==> src/rtl/lutram_wr_sched.sv <==
// lutram_wr_sched: shares the single synchronous write port of a LUTRAM
// (RAM64X1D/RAM128X1D style) between two requesters with round-robin
// arbitration, and sweeps the whole memory to a fill value after reset
// and on request. WA/WD/WE are registered and drive the RAM pins directly.
module lutram_wr_sched #(
    parameter int unsigned ABITS          = 6,
    parameter int unsigned DBITS          = 1,
    parameter bit          CLEAR_VAL      = 1'b0,
    parameter bit          CLEAR_ON_RESET = 1'b1
) (
    input  logic             CLK,
    input  logic             RST,
    input  logic             CLR_REQ,
    output logic             CLR_BUSY,
    input  logic             A_VALID,
    input  logic [ABITS-1:0] A_ADDR,
    input  logic [DBITS-1:0] A_DATA,
    output logic             A_READY,
    input  logic             B_VALID,
    input  logic [ABITS-1:0] B_ADDR,
    input  logic [DBITS-1:0] B_DATA,
    output logic             B_READY,
    output logic [ABITS-1:0] WA,
    output logic [DBITS-1:0] WD,
    output logic             WE
);

    typedef enum logic [1:0] {
        S_IDLE,
        S_CLEAR,
        S_RUN
    } state_t;

    localparam logic [ABITS-1:0] CNT_MAX = '1;

    state_t             r_state;
    state_t             w_next;
    logic [ABITS-1:0]   r_cnt;
    logic               r_ptr;      // 0 = A favoured on contention, 1 = B
    logic [ABITS-1:0]   r_wa;
    logic [DBITS-1:0]   r_wd;
    logic               r_we;
    logic               w_run_ok;
    logic               w_a_grant;
    logic               w_b_grant;
    logic               w_busy;
    logic [DBITS-1:0]   w_fill;

    assign w_fill = {DBITS{CLEAR_VAL}};

    // State register
    always_ff @(posedge CLK or posedge RST) begin
        if (RST) begin
            r_state <= S_IDLE;
        end else begin
            r_state <= w_next;
        end
    end

    // Next-state logic
    always_comb begin
        w_next = r_state;
        case (r_state)
            S_IDLE:  w_next = CLEAR_ON_RESET ? S_CLEAR : S_RUN;
            S_CLEAR: if (r_cnt == CNT_MAX) w_next = S_RUN;
            S_RUN:   if (CLR_REQ) w_next = S_CLEAR;
            default: w_next = S_IDLE;
        endcase
    end

    // FSM outputs: round-robin grants (RUN only, suppressed by CLR_REQ) and busy flag
    always_comb begin
        w_run_ok  = (r_state == S_RUN) && !CLR_REQ;
        w_a_grant = w_run_ok && A_VALID && (!B_VALID || !r_ptr);
        w_b_grant = w_run_ok && B_VALID && (!A_VALID || r_ptr);
        w_busy    = (r_state == S_CLEAR);
    end

    // Sweep counter; it mirrors the address currently shown on WA during CLEAR
    always_ff @(posedge CLK or posedge RST) begin
        if (RST) begin
            r_cnt <= '0;
        end else if (r_state == S_CLEAR) begin
            r_cnt <= r_cnt + ABITS'(1);
        end else begin
            r_cnt <= '0;
        end
    end

    // Round-robin pointer: after any grant the other side is favoured
    always_ff @(posedge CLK or posedge RST) begin
        if (RST) begin
            r_ptr <= 1'b0;
        end else if (w_a_grant) begin
            r_ptr <= 1'b1;
        end else if (w_b_grant) begin
            r_ptr <= 1'b0;
        end
    end

    // Write-port registers; loaded from the next state so WE coincides with CLR_BUSY
    always_ff @(posedge CLK or posedge RST) begin
        if (RST) begin
            r_we <= 1'b0;
            r_wa <= '0;
            r_wd <= '0;
        end else if (w_next == S_CLEAR) begin
            r_we <= 1'b1;
            r_wa <= (r_state == S_CLEAR) ? (r_cnt + ABITS'(1)) : '0;
            r_wd <= w_fill;
        end else if (w_a_grant) begin
            r_we <= 1'b1;
            r_wa <= A_ADDR;
            r_wd <= A_DATA;
        end else if (w_b_grant) begin
            r_we <= 1'b1;
            r_wa <= B_ADDR;
            r_wd <= B_DATA;
        end else begin
            r_we <= 1'b0;
        end
    end

    assign A_READY  = w_a_grant;
    assign B_READY  = w_b_grant;
    assign CLR_BUSY = w_busy;
    assign WA       = r_wa;
    assign WD       = r_wd;
    assign WE       = r_we;

endmodule

==> config.mk <==
export PLATFORM = sky130hd
export DESIGN_NAME = lutram_wr_sched
export DESIGN_NICKNAME = d
export VERILOG_FILES = /design/src/rtl/lutram_wr_sched.sv
export SDC_FILE = /design/constraint.sdc
export NUM_CORES = 1
export LEC_CHECK = 0
export ABC_AREA = 1
export CAP_MARGIN = 10
export CORE_MARGIN = 4
export CORE_UTILIZATION = 40
export DETAILED_ROUTE_END_ITERATION = 7
export PLACE_DENSITY = 0.74
export SYNTH_ARGS = -nofsm -noshare
export SYNTH_HDL_FRONTEND = slang
export SYNTH_SLANG_ARGS = --single-unit
==> constraint.sdc <==
create_clock -name CLK -period 1.4 [get_ports CLK]
set_input_delay 0.42 -clock CLK [delete_from_list [all_inputs] [get_ports CLK]]
set_output_delay 0.42 -clock CLK [all_outputs]
set_load 0.02 [all_outputs]
# Word-level counts from Yosys, hierarchy flattened
# Index checks and enable logic that the tools add are counted.
dict set report totals {
  reg_bits 17
  out_inout_bits 11
  wordCells 40
}
dict set report classes {
  add_sub_neg 1
  n_eq_ne 4
  muxes 15
  reduce_logical 14
}
# op n
set ops {}
lappend ops {{2-to-1 mux 6 bit} 4}
lappend ops {{2-to-1 mux 1 bit} 8}
lappend ops {{adder 6 x 1 -> 6 bit, second input constant} 1}
lappend ops {{== test 6 bit, second input constant} 1}
lappend ops {{one-hot mux 2 bit (3 select lines)} 1}
lappend ops {{logical AND 1 bit} 5}
lappend ops {{== test 2 x 1 -> 1 bit, second input constant} 2}
lappend ops {{logical NOT 1 bit} 4}
lappend ops {{2-to-1 mux 2 bit} 2}
lappend ops {{nonzero test 3 bit} 1}
lappend ops {{== test 2 bit, second input constant} 1}
lappend ops {{logical NOT 2 bit} 1}
lappend ops {{logical OR 1 bit} 2}
lappend ops {{nonzero test 2 bit} 1}

# Logic depth before layout (Yosys ltp)
# Gate-level depths: netlist (run 1).
dict set report depth {
  word_depth 7
  mapped_depth 10
}

# Worst setup path before layout (run 1)
# OpenSTA, ideal clock, no wires.
dict set report synth_path {
  kind {in2out}
  start {input port A_VALID}
  end {output port B_READY}
  t_arrival_ns 0.936
  required_ns 0.980
  path_slack_ns 0.044
  stages 3
  path_cell_list {inv_1 -> o21ai_1 -> nor2_1}
}
dict set report synth_between {
  elab_chain_len 3
}
# element line_no
set synth_lines {}
lappend synth_lines {{start: declaration} 15} ;# input logic A_VALID,
lappend synth_lines {{logical NOT 1 bit} 75} ;# w_b_grant = w_run_ok && B_VALID && (!A_VALID || r_ptr);
lappend synth_lines {{logical OR 1 bit} 75}
lappend synth_lines {{logical AND 1 bit} 75}
lappend synth_lines {{end: declaration} 22} ;# output logic B_READY,
# No other way between the ends.

# Worst setup path after layout (run 1)
dict set report layout_path {
  start {register r_state[0]}
  end {output port A_READY}
}
dict set report layout_between {
  elab_chain_len 4
}
# element line_no
set layout_lines {}
lappend layout_lines {{start: declaration} 36} ;# state_t r_state;
lappend layout_lines {{start signal: assignment} 56} ;# r_state <= w_next;
lappend layout_lines {{== test 2 bit} 73} ;# w_run_ok = (r_state == S_RUN) && !CLR_REQ;
lappend layout_lines {{logical AND 1 bit} 73}
lappend layout_lines {{logical AND 1 bit (2 in series)} 74} ;# w_a_grant = w_run_ok && A_VALID && (!B_VALID || !r_ptr);
lappend layout_lines {{end: declaration} 18} ;# output logic A_READY,
# No other way between the ends.

==> results of run 1 <==
[cells in the final DEF (no fill, tap or decap)]
cell             synthesis  final
nand2_1                 55     50
buf_4                    0     21
dfrtp_1                 17     16
clkdlybuf4s50_1          0     15
nor2_1                   9      8
inv_1                   14      8
nand2_2                  2      7
nand3_1                  9      7
inv_2                    0      6
buf_6                    0      5
buf_2                    0      5
nor2_4                   2      4
clkbuf_4                 0      3
nand3_4                  0      2
o21ai_4                  1      2
nand3_2                  2      2
dlygate4sd2_1            0      2
clkbuf_2                 0      2
o21ai_2                  1      1
a21oi_4                  1      1
nand2_4                  1      1
clkinv_4                 0      1
xor2_1                   1      1
o21ai_0                  1      1
ha_2                     0      1
clkinv_2                 1      1
clkdlybuf4s15_1          0      1
clkdlybuf4s15_2          0      1
dfrtp_2                  0      1
[per-stage QoR]
stage                     worst slack [ns]  setup TNS, ns  area (um^2)   util
final                               -0.203         -0.476         1480  0.677
after global routing                -0.270          -1.18         1480  0.677
after CTS                           -0.199         -0.441         1420  0.646
after detailed placement            -0.843          -5.43         1340  0.610
after global placement              -0.818          -5.23         1340  0.610
after floorplan                     0.0439              0          913      -
[flip-flops by register name, indices dropped and copies added (netlist names)]
| name | count |
|---|---|
| r_cnt | 6 |
| WE | 1 |
| r_ptr | 1 |
| WD | 1 |
| WA | 6 |
| r_state | 2 |
[power groups by stage]
stage | combinational (mW) | sequential (mW) | clock, mW
floorplan | 0.0243 | 0.500 | 0
global placement | 0.0830 | 0.500 | 0
detailed placement | 0.0857 | 0.500 | 0
CTS | 0.0867 | 0.491 | 0.274
global route | 0.0926 | 0.491 | 0.310
finish | 0.0856 | 0.491 | 0.271
[routing by layer]
layer  wire length [um]  vias up  track usage
li1                   -      478            -
met4                 11        0       0.0833
met3                 56        2       0.0209
met5                  0        -            0
met2               1360       15        0.321
met1               1010      433        0.175
[Yosys cell counts]
| cell type | number |
|---|---|
| nand2_1 | 55 |
| ha_1 | 1 |
| a21oi_4 | 1 |
| nand2_2 | 2 |
| dfrtp_1 | 17 |
| nor2_1 | 9 |
| xor2_1 | 1 |
| nand3_2 | 2 |
| inv_1 | 14 |
| nand2_4 | 1 |
| o21ai_2 | 1 |
| nor2_2 | 1 |
| o21ai_0 | 1 |
| nor2_4 | 2 |
| clkinv_2 | 1 |
| o21ai_4 | 1 |
| o21ai_1 | 1 |
| nand3_1 | 9 |
[how the worst max path moves through the flow]
| stage | start | endpoint | cells past startpoint |
|---|---|---|---|
| 2_1_floorplan | A_VALID | B_READY | 3 |
| 5_1_grt | r_state[0]$_DFF_PP0_ | A_READY | 5 |
| 6_report | r_state[0]$_DFF_PP0_ | A_READY | 5 |
| 3_3_place_gp | CLR_REQ | A_READY | 7 |
| 4_1_cts | r_state[0]$_DFF_PP0_ | A_READY | 5 |
| 3_5_place_dp | CLR_REQ | B_READY | 5 |
[final cells by class]
class / count / area (um^2)
fill: 192 / 708
clock buffer: 3 / 22.5
inverter: 15 / 61.3
tap: 28 / 35.0
clock inverter: 1 / 5.00
timing repair buffer: 52 / 438
sequential: 17 / 427
multi-input combinational: 88 / 494
[worst max-delay path: cells and delay by family (launching register included)]
family,cells,cell delay [ns]
simple gates,2,0.17
buf+inv,3,0.29
flops,1,0.43
[timing repair]
action                                  CTS  global route
pin swaps                                 8             8
endpoints found under the setup margin   19            19
buffers inserted                          2             9
gates resized for setup                  56            20
[kinds of logic after synthesis]
family                   synth area share
AND/OR/NAND/NOR                     0.392
adder cells (fa/ha/maj)            0.0137
buffers and inverters              0.0630
XOR/XNOR                          0.00959
AO/OA/AOI/OAI                      0.0562
flip-flops                          0.466
==> metrics.md, run 1 <==
| Metric | Value |
|---|---|
| 1st-pass router iterations | `4` |
| Final #Nets | `197` |
| Worst path max stage delay | `0.43 ns` |
| Min Tclk post-route | `1.60 ns` |
| Starting Density | `0.417` |
| Mapped Cells | `120` |
| Top cell by count, worst path | `buf_6` |
| Switching power | `0.198 mW` |
| Synth cell types | `18` |
| DRT Wirelength | `2440 um` |
| Hold_ws | `0.422 ns` |
| Num CTS Buffers | `3` |
| Pin count of the biggest net entering global routing | `18` |
| Global-route wire length before repair | `4130 um` |
| Tightest Hold Check Type | `primary input to asynchronous set/reset pin` |
| DRC marker count from the first detailed-route iteration | `20` |
| Share of cells above drive strength 1 | `0.381` |
| GRT Resource Usage Total | `0.167` |
| CP cell instances | `buf_6 > nor2_4 > nand2_4 > clkinv_4 > buf_6` |
| Violated checks | `negative setup slack` |
| Int Power | `0.649 mW` |
| Critical register-to-register path endpoint | `WA[1]$_DFFE_PP0P_` |
| Sequential cell area fraction in the yosys report | `0.466` |
| Root buf cell | `clkbuf_4` |
| Die area | `3110 um^2` |
| Clk sinks | `17` |
| Drt wl/cell | `12.0 um` |
| Clk_skew | `0.00545 ns` |
| Critical Path RT | `0.98 ns` |
| Seq cells post-synth | `17` |
| Via count | `928` |
| CTS tree | `done` |
| Reg-to-Reg Start | `r_cnt[1]$_DFF_PP0_` |
| Height of the chip | `55.8 um` |
| Clock-pin slew on the worst setup and hold paths | `0.11 ns` |
| Seq pwr share | `0.579` |
| Logic pwr share | `0.101` |
| CP Capture Type | `primary output` |
| Dominant cells by area after synthesis | `dfrtp_1 47%, nand2_1 23%, inv_1 5.8%` |
| WS Path Type | `register to primary output` |
| Hold_buf cts | `0` |
| Post-DP HPWL | `1860 um` |
| Diodes inserted | `0` |
| Worst Path Max Fanout | `3` |
| CTS max path bufs | `2` |
| Layout area overhead | `62.3%` |
| Pwr Total | `0.848 mW` |
| Port buffer count | `29` |
| Vias/cell | `4.55` |
| GP Congestion | `0.702` |
| Antenna-violating nets left | `0` |
| Die width | `55.8 um` |
| Initial antenna violation count | `0` |
| Static Leak | `0.752 nW` |
| GRT overflow | `0` |
| Final Hold Viols | `0` |
| Rows | `17` |
| Final setup viols | `3` |
| Syn_area_per_cell | `7.61 um^2` |
| Synth area leader | `dfrtp_1` |
| Status | `finished, violations left` |
| Peak supply drop | `504 uV` |
| CP Launch Type | `register` |
| Max Slew Vio Count | `0` |
| Vias in the first global route | `1008` |
| Setup slack after layout | `-0.203 ns` |
| Worst reg-to-reg path cell count | `7` |
| R2r setup slk | `0.01 ns` |
| Rel. slew slack | `0.831` |
| Max-Cap Viols | `0` |
| Worst slew pin tran | `0.253 ns` |
| Clock share of power | `0.320` |
| Post-synthesis instance area | `913 um^2` |
| Synth top area share | `0.466` |
| Io pins | `30` |
| Slowest CP cell | `dfrtp_1` |
| Core Area | `2190 um^2` |
| Clock Latency Late Sink | `0.29 ns` |
| FMAX | `624 MHz` |
| PD cells | `572 nW/um^2` |
| DRC viols | `0` |
| Sw Ratio | `0.234` |
| RSZ-0062 raised after global routing | `true` |
| Tcrit/Tclk final | `1.15` |
| Post-route insts no fill | `204` |
| Syn. warnings | `0` |
| CTS HTree Levels | `1` |
| Syn Nets | `140` |
| Placed cells | `190` |
| Worst EP arrival | `1.18 ns` |
Note: power is estimated with default switching activity, not from simulation.
==> run 2: changes to the inputs <==
--- a/config.mk
+++ b/config.mk
@@ -8,9 +8,10 @@
 export ABC_AREA = 1
 export CAP_MARGIN = 10
 export CORE_MARGIN = 4
-export CORE_UTILIZATION = 40
+export CORE_UTILIZATION = 48
 export DETAILED_ROUTE_END_ITERATION = 7
-export PLACE_DENSITY = 0.74
+export PLACE_DENSITY = 0.83
+export SKIP_LAST_GASP = 1
 export SYNTH_ARGS = -nofsm -noshare
 export SYNTH_HDL_FRONTEND = slang
 export SYNTH_SLANG_ARGS = --single-unit
==> constraint.sdc (replaced) <==
create_clock -name CLK -period 1.93 [get_ports CLK]
set_input_delay 0.579 -clock CLK [delete_from_list [all_inputs] [get_ports CLK]]
set_output_delay 0.579 -clock CLK [all_outputs]
set_load 0.02 [all_outputs]
==> metrics.md, run 2 (same netlist as run 1, synthesis figures left out) <==
| Metric | Value |
|---|---|
| Rel. slew slack | `0.780 (-0.0506)` |
| Placed Area | `1310 um^2 (-2.2%)` |
| GRT Resource Usage Total | `0.196 (+0.0286)` |
| Worst reg-to-reg path cell count | `7 (unchanged)` |
| Fill count | `139 (-28%)` |
| Pin count of the biggest net entering global routing | `18 (unchanged)` |
| Logic pwr share | `0.103 (+0.002)` |
| Die area | `2660 um^2 (-14%)` |
| Final setup TNS | `0 ns (+0.476 ns)` |
| Io pins | `30 (unchanged)` |
| GP Congestion | `0.780 (+11%)` |
| Worst slew pin tran | `0.329 ns (+0.0765 ns)` |
| Layout area overhead | `46.4%` |
| Clk sinks | `17 (unchanged)` |
| Sw Ratio | `0.215 (-0.0186)` |
| Final Hold Viols | `0 (unchanged)` |
| Clk_skew | `0.00158 ns (-0.00388 ns)` |
| Area taken by multi-input logic gates | `434 um^2 (-12%)` |
| Height of the chip | `51.6 um (-7.5%)` |
| GRT overflow | `0 (unchanged)` |
| CTS HTree Levels | `1 (unchanged)` |
| Tcrit/Tclk final | `0.976` |
| Final #Nets | `183 (-7.1%)` |
| Port buffer count | `29 (unchanged)` |
| Vias/cell | `4.58 (+0.63%)` |
| CP Launch Type | `primary input` |
| FMAX | `531 MHz` |
| RSZ-0062 raised after global routing | `true` |
| CTS tree | `done` |
| Antenna-violating nets left | `0 (unchanged)` |
| Peak supply drop | `315 uV (-37%)` |
| Die width | `51.6 um (-7.5%)` |
| Global-route wire length before repair | `3890 um (-5.7%)` |
| Worst slack at placement | `-0.634 ns (+0.209 ns)` |
| CP cell instances | `dlygate4sd2_1 > inv_2 > nand2_2 > nor2_4 > nand2_4 > clkinv_2 > buf_4` |
| Via count | `856 (-7.8%)` |
| Initial antenna violation count | `0 (unchanged)` |
| Tightest Hold Check Type | `register to register` |
| Core Area | `1760 um^2 (-19%)` |
| Diodes inserted | `0 (unchanged)` |
| Slowest CP cell | `dlygate4sd2_1` |
| Clock Latency Late Sink | `0.28 ns (about the same)` |
| Routed met2 length | `1150 um (-16%)` |
| CP Capture Type | `primary output` |
| Drt wl/cell | `11.6 um (-3.2%)` |
| Min Tclk post-route | `1.88 ns` |
| DRT Wirelength | `2160 um (-11%)` |
| Status | `finished clean` |
| Critical Path RT | `1.35 ns (+0.37 ns)` |
| Static Leak | `0.677 nW (-10%)` |
| Post-DP HPWL | `1830 um (-1.7%)` |
| Int Power | `0.472 mW (-27%)` |
| WS Path Type | `primary input to primary output` |
| Setup slack after layout | `0.0470 ns (+0.250 ns)` |
| Commonest non-fill, non-tap cell in the layout | `nand2_1` |
| Starting Density | `0.518 (+0.101)` |
| PD cells | `449 nW/um^2 (-21%)` |
| Switching power | `0.129 mW (-35%)` |
| Max Slew Vio Count | `0 (unchanged)` |
| CTS max path bufs | `2 (unchanged)` |
| Vias in the first global route | `927 (-8.0%)` |
| Worst path max stage delay | `0.24 ns (-0.19 ns)` |
| Met3 routed WL | `74 um (+32%)` |
| Non-Filler Cell Area, Final | `1340 um^2 (-9.8%)` |
| Seq pwr share | `0.592 (+0.013)` |
| Commonest cells after routing, fill and taps aside | `55 x nand2_1, 23 x clkdlybuf4s50_1, 17 x dfrtp_1` |
| DRC viols | `0 (unchanged)` |
| Clock share of power | `0.305 (-0.015)` |
| Num CTS Buffers | `3 (unchanged)` |
| DRC marker count from the first detailed-route iteration | `16 (-20%)` |
| Worst EP arrival | `1.30 ns (+0.12 ns)` |
| Hold path depth | `2` |
| Final setup viols | `0 (-3)` |
| Share of cells above drive strength 1 | `0.185 (-0.195)` |
| Wl on met1 | `902 um (-11%)` |
| 1st-pass router iterations | `4 (unchanged)` |
| Max-Cap Viols | `0 (unchanged)` |
| Worst Path Max Fanout | `2 (-1)` |
| Rows | `15 (-2)` |
| Clock-pin slew on the worst setup and hold paths | `0.10 ns (about the same)` |
| Register Area | `425 um^2 (-0.29%)` |
| Top Layer Used | `met4` |
| Hold_buf cts | `0 (unchanged)` |
| Root buf cell | `clkbuf_4` |
[run 2: worst max-delay path: cells and delay by family]
| kind | cells | cell delay [ns] |
|---|---|---|
| AND/OR/NAND/NOR | 3 | 0.25 |
| buffers and inverters | 4 | 0.49 |
[run 2: worst paths after layout]
| path | startpoint | to | slack [ns] |
|---|---|---|---|
| setup / recovery | CLR_REQ | A_READY | 0.05 |
| hold / removal | WD$_DFFE_PP0P_ | WD$_DFFE_PP0P_ | 0.48 |
| setup reg to reg | r_cnt[0]$_DFF_PP0_ | WA[1]$_DFFE_PP0P_ | 0.43 |
| hold reg to reg | WD$_DFFE_PP0P_ | WD$_DFFE_PP0P_ | 0.48 |
| max in group asynchronous | RST | WE$_DFF_PP0_ | 1.13 |
| min in group asynchronous | RST | r_cnt[2]$_DFF_PP0_ | 0.62 |
[run 2: power groups by stage]
| stage | logic [mW] | registers (mW) | clock network [mW] |
|---|---|---|---|
| final | 0.0617 | 0.356 | 0.183 |
| after global routing | 0.0684 | 0.356 | 0.210 |
| after CTS | 0.0623 | 0.356 | 0.186 |
| after detailed placement | 0.0616 | 0.363 | 0 |
| after global placement | 0.0596 | 0.363 | 0 |
| after floorplan | 0.0176 | 0.363 | 0 |
[run 2: metrics by stage]
step / hold slack [ns] / util / power [mW] / std cells
detailed placement: 0.458 / 0.741 / 0.424 / 182
floorplan: 0.488 / - / 0.381 / 120
global placement: 0.454 / 0.741 / 0.422 / 182
finish: 0.479 / 0.758 / 0.601 / 187
CTS: 0.481 / 0.757 / 0.604 / 187
global route: 0.533 / 0.758 / 0.634 / 187
[run 2: metal layers]
| metal | track usage | vias up |
|---|---|---|
| met2 | 0.373 | 24 |
| met4 | 0.0524 | 0 |
| li1 | - | 451 |
| met3 | 0.0344 | 4 |
| met1 | 0.221 | 377 |
| met5 | 0 | - |
[run 2: layout make-up]
cell class	instances	area share
Multi-Input combinational cell	88	0.325
Sequential cell	17	0.318
Timing Repair Buffer	38	0.270
Inverter	15	0.0430
Tap cell	25	0.0234
Clock buffer	3	0.0168
Clock inverter	1	0.00374
[run 2: timing repair]
item	4_1_cts	5_1_grt
buffers inserted	1	0
endpoints found under the setup margin	3	2
gates cloned	0	0
pin swaps	2	0
resized for setup	17	1
==> run 3: changes to the inputs <==
--- a/config.mk
+++ b/config.mk
@@ -6,11 +6,9 @@
 export NUM_CORES = 1
 export LEC_CHECK = 0
 export ABC_AREA = 1
-export CAP_MARGIN = 10
-export CORE_MARGIN = 4
-export CORE_UTILIZATION = 48
+export CORE_UTILIZATION = 44
 export DETAILED_ROUTE_END_ITERATION = 7
-export PLACE_DENSITY = 0.83
+export PLACE_DENSITY = 0.77
 export SKIP_LAST_GASP = 1
 export SYNTH_ARGS = -nofsm -noshare
 export SYNTH_HDL_FRONTEND = slang
==> constraint.sdc (replaced) <==
create_clock -name CLK -period 1.9 [get_ports CLK]
set_input_delay 0.57 -clock CLK [delete_from_list [all_inputs] [get_ports CLK]]
set_output_delay 0.57 -clock CLK [all_outputs]
set_load 0.02 [all_outputs]
==> metrics.md, run 3 (same netlist as run 1, synthesis figures left out) <==
| Metric | Value |
|---|---|
| Status | `finished clean` |
| Share of cells above drive strength 1 | `0.206 (+0.0209)` |
| Rows | `16 (+1)` |
| Port buffer count | `29 (unchanged)` |
| Commonest cells after routing, fill and taps aside | `55 x nand2_1, 23 x clkdlybuf4s50_1, 17 x dfrtp_1` |
| 1st-pass router iterations | `4 (unchanged)` |
| Worst slew pin tran | `0.336 ns (+0.00684 ns)` |
| Rel. slew slack | `0.776 (-0.00456)` |
| Die area | `2260 um^2 (-15%)` |
| Diodes inserted | `0 (unchanged)` |
| Reg-to-Reg Start | `r_cnt[0]$_DFF_PP0_` |
| Commonest non-fill, non-tap cell in the layout | `nand2_1` |
| CTS HTree Levels | `1 (unchanged)` |
| Clk sinks | `17 (unchanged)` |
| DRT Wirelength | `2150 um (-0.83%)` |
| DRC marker count from the first detailed-route iteration | `13 (-3)` |
| Worst reg-to-reg path cell count | `7 (unchanged)` |
| Vias in the first global route | `789 (-15%)` |
| Clock-pin slew on the worst setup and hold paths | `0.11 ns (about the same)` |
| Tightest Hold Check Type | `register to register` |
| Post-route insts no fill | `192 (+2.7%)` |
| Clock Latency Late Sink | `0.29 ns (about the same)` |
| Post-DP HPWL | `1570 um (-14%)` |
| Core Area | `1960 um^2 (+11%)` |
| Max Slew Vio Count | `0 (unchanged)` |
| Switching power | `0.144 mW (+11%)` |
| Io pins | `30 (unchanged)` |
| Pin count of the biggest net entering global routing | `18 (unchanged)` |
| Tcrit/Tclk final | `0.982` |
| Worst hold start | `WD$_DFFE_PP0P_` |
| WS Path Type | `primary input to primary output` |
| Hold path depth | `2 (unchanged)` |
| Final setup TNS | `0 ns (unchanged)` |
| Int Power | `0.481 mW (+2.0%)` |
| CP Capture Type | `primary output` |
| Clk_skew | `0.00574 ns (+0.00416 ns)` |
| Drt wl/cell | `11.2 um (-3.4%)` |
| Final #Nets | `186 (+1.6%)` |
| Via count | `889 (+3.9%)` |
| Worst EP arrival | `1.30 ns (about the same)` |
| GRT overflow | `0 (unchanged)` |
| Layout area overhead | `50.7%` |
| PD cells | `454 nW/um^2 (+0.99%)` |
| Hold_buf cts | `0 (unchanged)` |
| GP Congestion | `0.803 (+2.8%)` |
| Peak supply drop | `334 uV (+5.9%)` |
| Antenna-violating nets left | `0 (unchanged)` |
| Min Tclk post-route | `1.87 ns` |
| Final Hold Viols | `0 (unchanged)` |
| Hold Crit Endpoint | `WD$_DFFE_PP0P_` |
| Final setup viols | `0 (unchanged)` |
| CTS tree | `done` |
| Starting Density | `0.466 (-0.0522)` |
| Worst Path Max Fanout | `2 (unchanged)` |
| RSZ-0062 raised after global routing | `false` |
| Initial antenna violation count | `0 (unchanged)` |
| GRT Resource Usage Total | `0.195 (-0.000404)` |
| Seq pwr share | `0.579 (-0.013)` |
| Vias/cell | `4.63 (+1.2%)` |
| Height of the chip | `47.6 um (-7.9%)` |
| R2r setup slk | `0.41 ns (-0.02 ns)` |
| Num CTS Buffers | `3 (unchanged)` |
| Critical Path RT | `1.33 ns (-0.02 ns)` |
| FMAX | `536 MHz` |
| Global-route wire length before repair | `3130 um (-20%)` |
| Critical register-to-register path endpoint | `WA[3]$_DFFE_PP0P_` |
| CP Launch Type | `primary input` |
| Sw Ratio | `0.230 (+0.0146)` |
| Placed cells | `184 (+1.1%)` |
| DRC viols | `0 (unchanged)` |
| CTS max path bufs | `2 (unchanged)` |
| Logic pwr share | `0.104 (about the same)` |
| Max-Cap Viols | `0 (unchanged)` |
| Static Leak | `0.699 nW (+3.3%)` |
| Die width | `47.6 um (-7.9%)` |
| Clock share of power | `0.317 (+0.012)` |
| Root buf cell | `clkbuf_4` |
run 3: cell types whose count changed in the layout (fill, tap and decap cells not counted):
cell	before	now
dlygate4sd2_1	3	2
nand2_4	1	2
clkbuf_2	0	1
inv_4	0	1
clkinv_2	2	1
nand3_4	0	1
nand2_2	2	1
buf_4	10	12
buf_6	0	1
nand3_2	2	1
run 3: worst max path at each step:
| stage | from | endpoint | slack, ns | depth (start not counted) |
|---|---|---|---|---|
| final | B_VALID | A_READY | 0.03 | 5 |
| after CTS | B_VALID | A_READY | 0.02 | 5 |
| after detailed placement | CLR_REQ | A_READY | -0.62 | 7 |
| after global placement | CLR_REQ | A_READY | -0.61 | 7 |
| after global routing | B_VALID | A_READY | 0.006 | 5 |
| after floorplan | A_VALID | B_READY | 0.24 | 3 |
run 3: critical path, cell delays in order:
cell and delay (ns):
dlygate4sd2_1 0.28, a21oi_4 0.20, nand2_4 0.07, inv_4 0.06, buf_6 0.11
run 3: power by group through the flow:
| stage | combinational, mW | clock (mW) | sequential (mW) |
|---|---|---|---|
| 2_1_floorplan | 0.0179 | 0 | 0.369 |
| 3_3_place_gp | 0.0606 | 0 | 0.369 |
| 3_5_place_dp | 0.0619 | 0 | 0.369 |
| 4_1_cts | 0.0646 | 0.201 | 0.362 |
| 5_1_grt | 0.0720 | 0.211 | 0.362 |
| 6_report | 0.0653 | 0.198 | 0.362 |
run 3: cell type report:
cell class / count / area [um^2]
Clock buffer: 3 / 22.5
Clock inverter: 1 / 5.00
Fill cell: 172 / 586
Inverter: 15 / 58.8
Multi-Input combinational cell: 88 / 447
Sequential cell: 17 / 425
Tap cell: 27 / 33.8
Timing Repair Buffer: 41 / 384
run 3: per-layer routing:
layer | routed length [um] | global-route usage | vias to the layer above
li1 | - | - | 455
met4 | 19 | 0.0778 | 0
met1 | 941 | 0.257 | 412
met3 | 51 | 0.0113 | 2
met5 | 0 | 0 | -
met2 | 1130 | 0.337 | 20
run 3: through the flow:
stage	power, mW	setup WS, ns	instance area, um^2	utilization	hold slack, ns
6_report	0.625	0.0345	1380	0.702	0.486
5_1_grt	0.645	0.00560	1380	0.702	0.524
4_1_cts	0.627	0.0230	1360	0.693	0.488
3_5_place_dp	0.431	-0.623	1310	0.668	0.463
3_3_place_gp	0.429	-0.612	1310	0.668	0.458
2_1_floorplan	0.387	0.244	913	-	0.488
run 3: what timing repair did:
item                       in CTS  in global routing
setup buffers                   3                  1
gates resized for setup        17                  7
pin swaps                       2                  1
setup endpoints to repair       3                  3
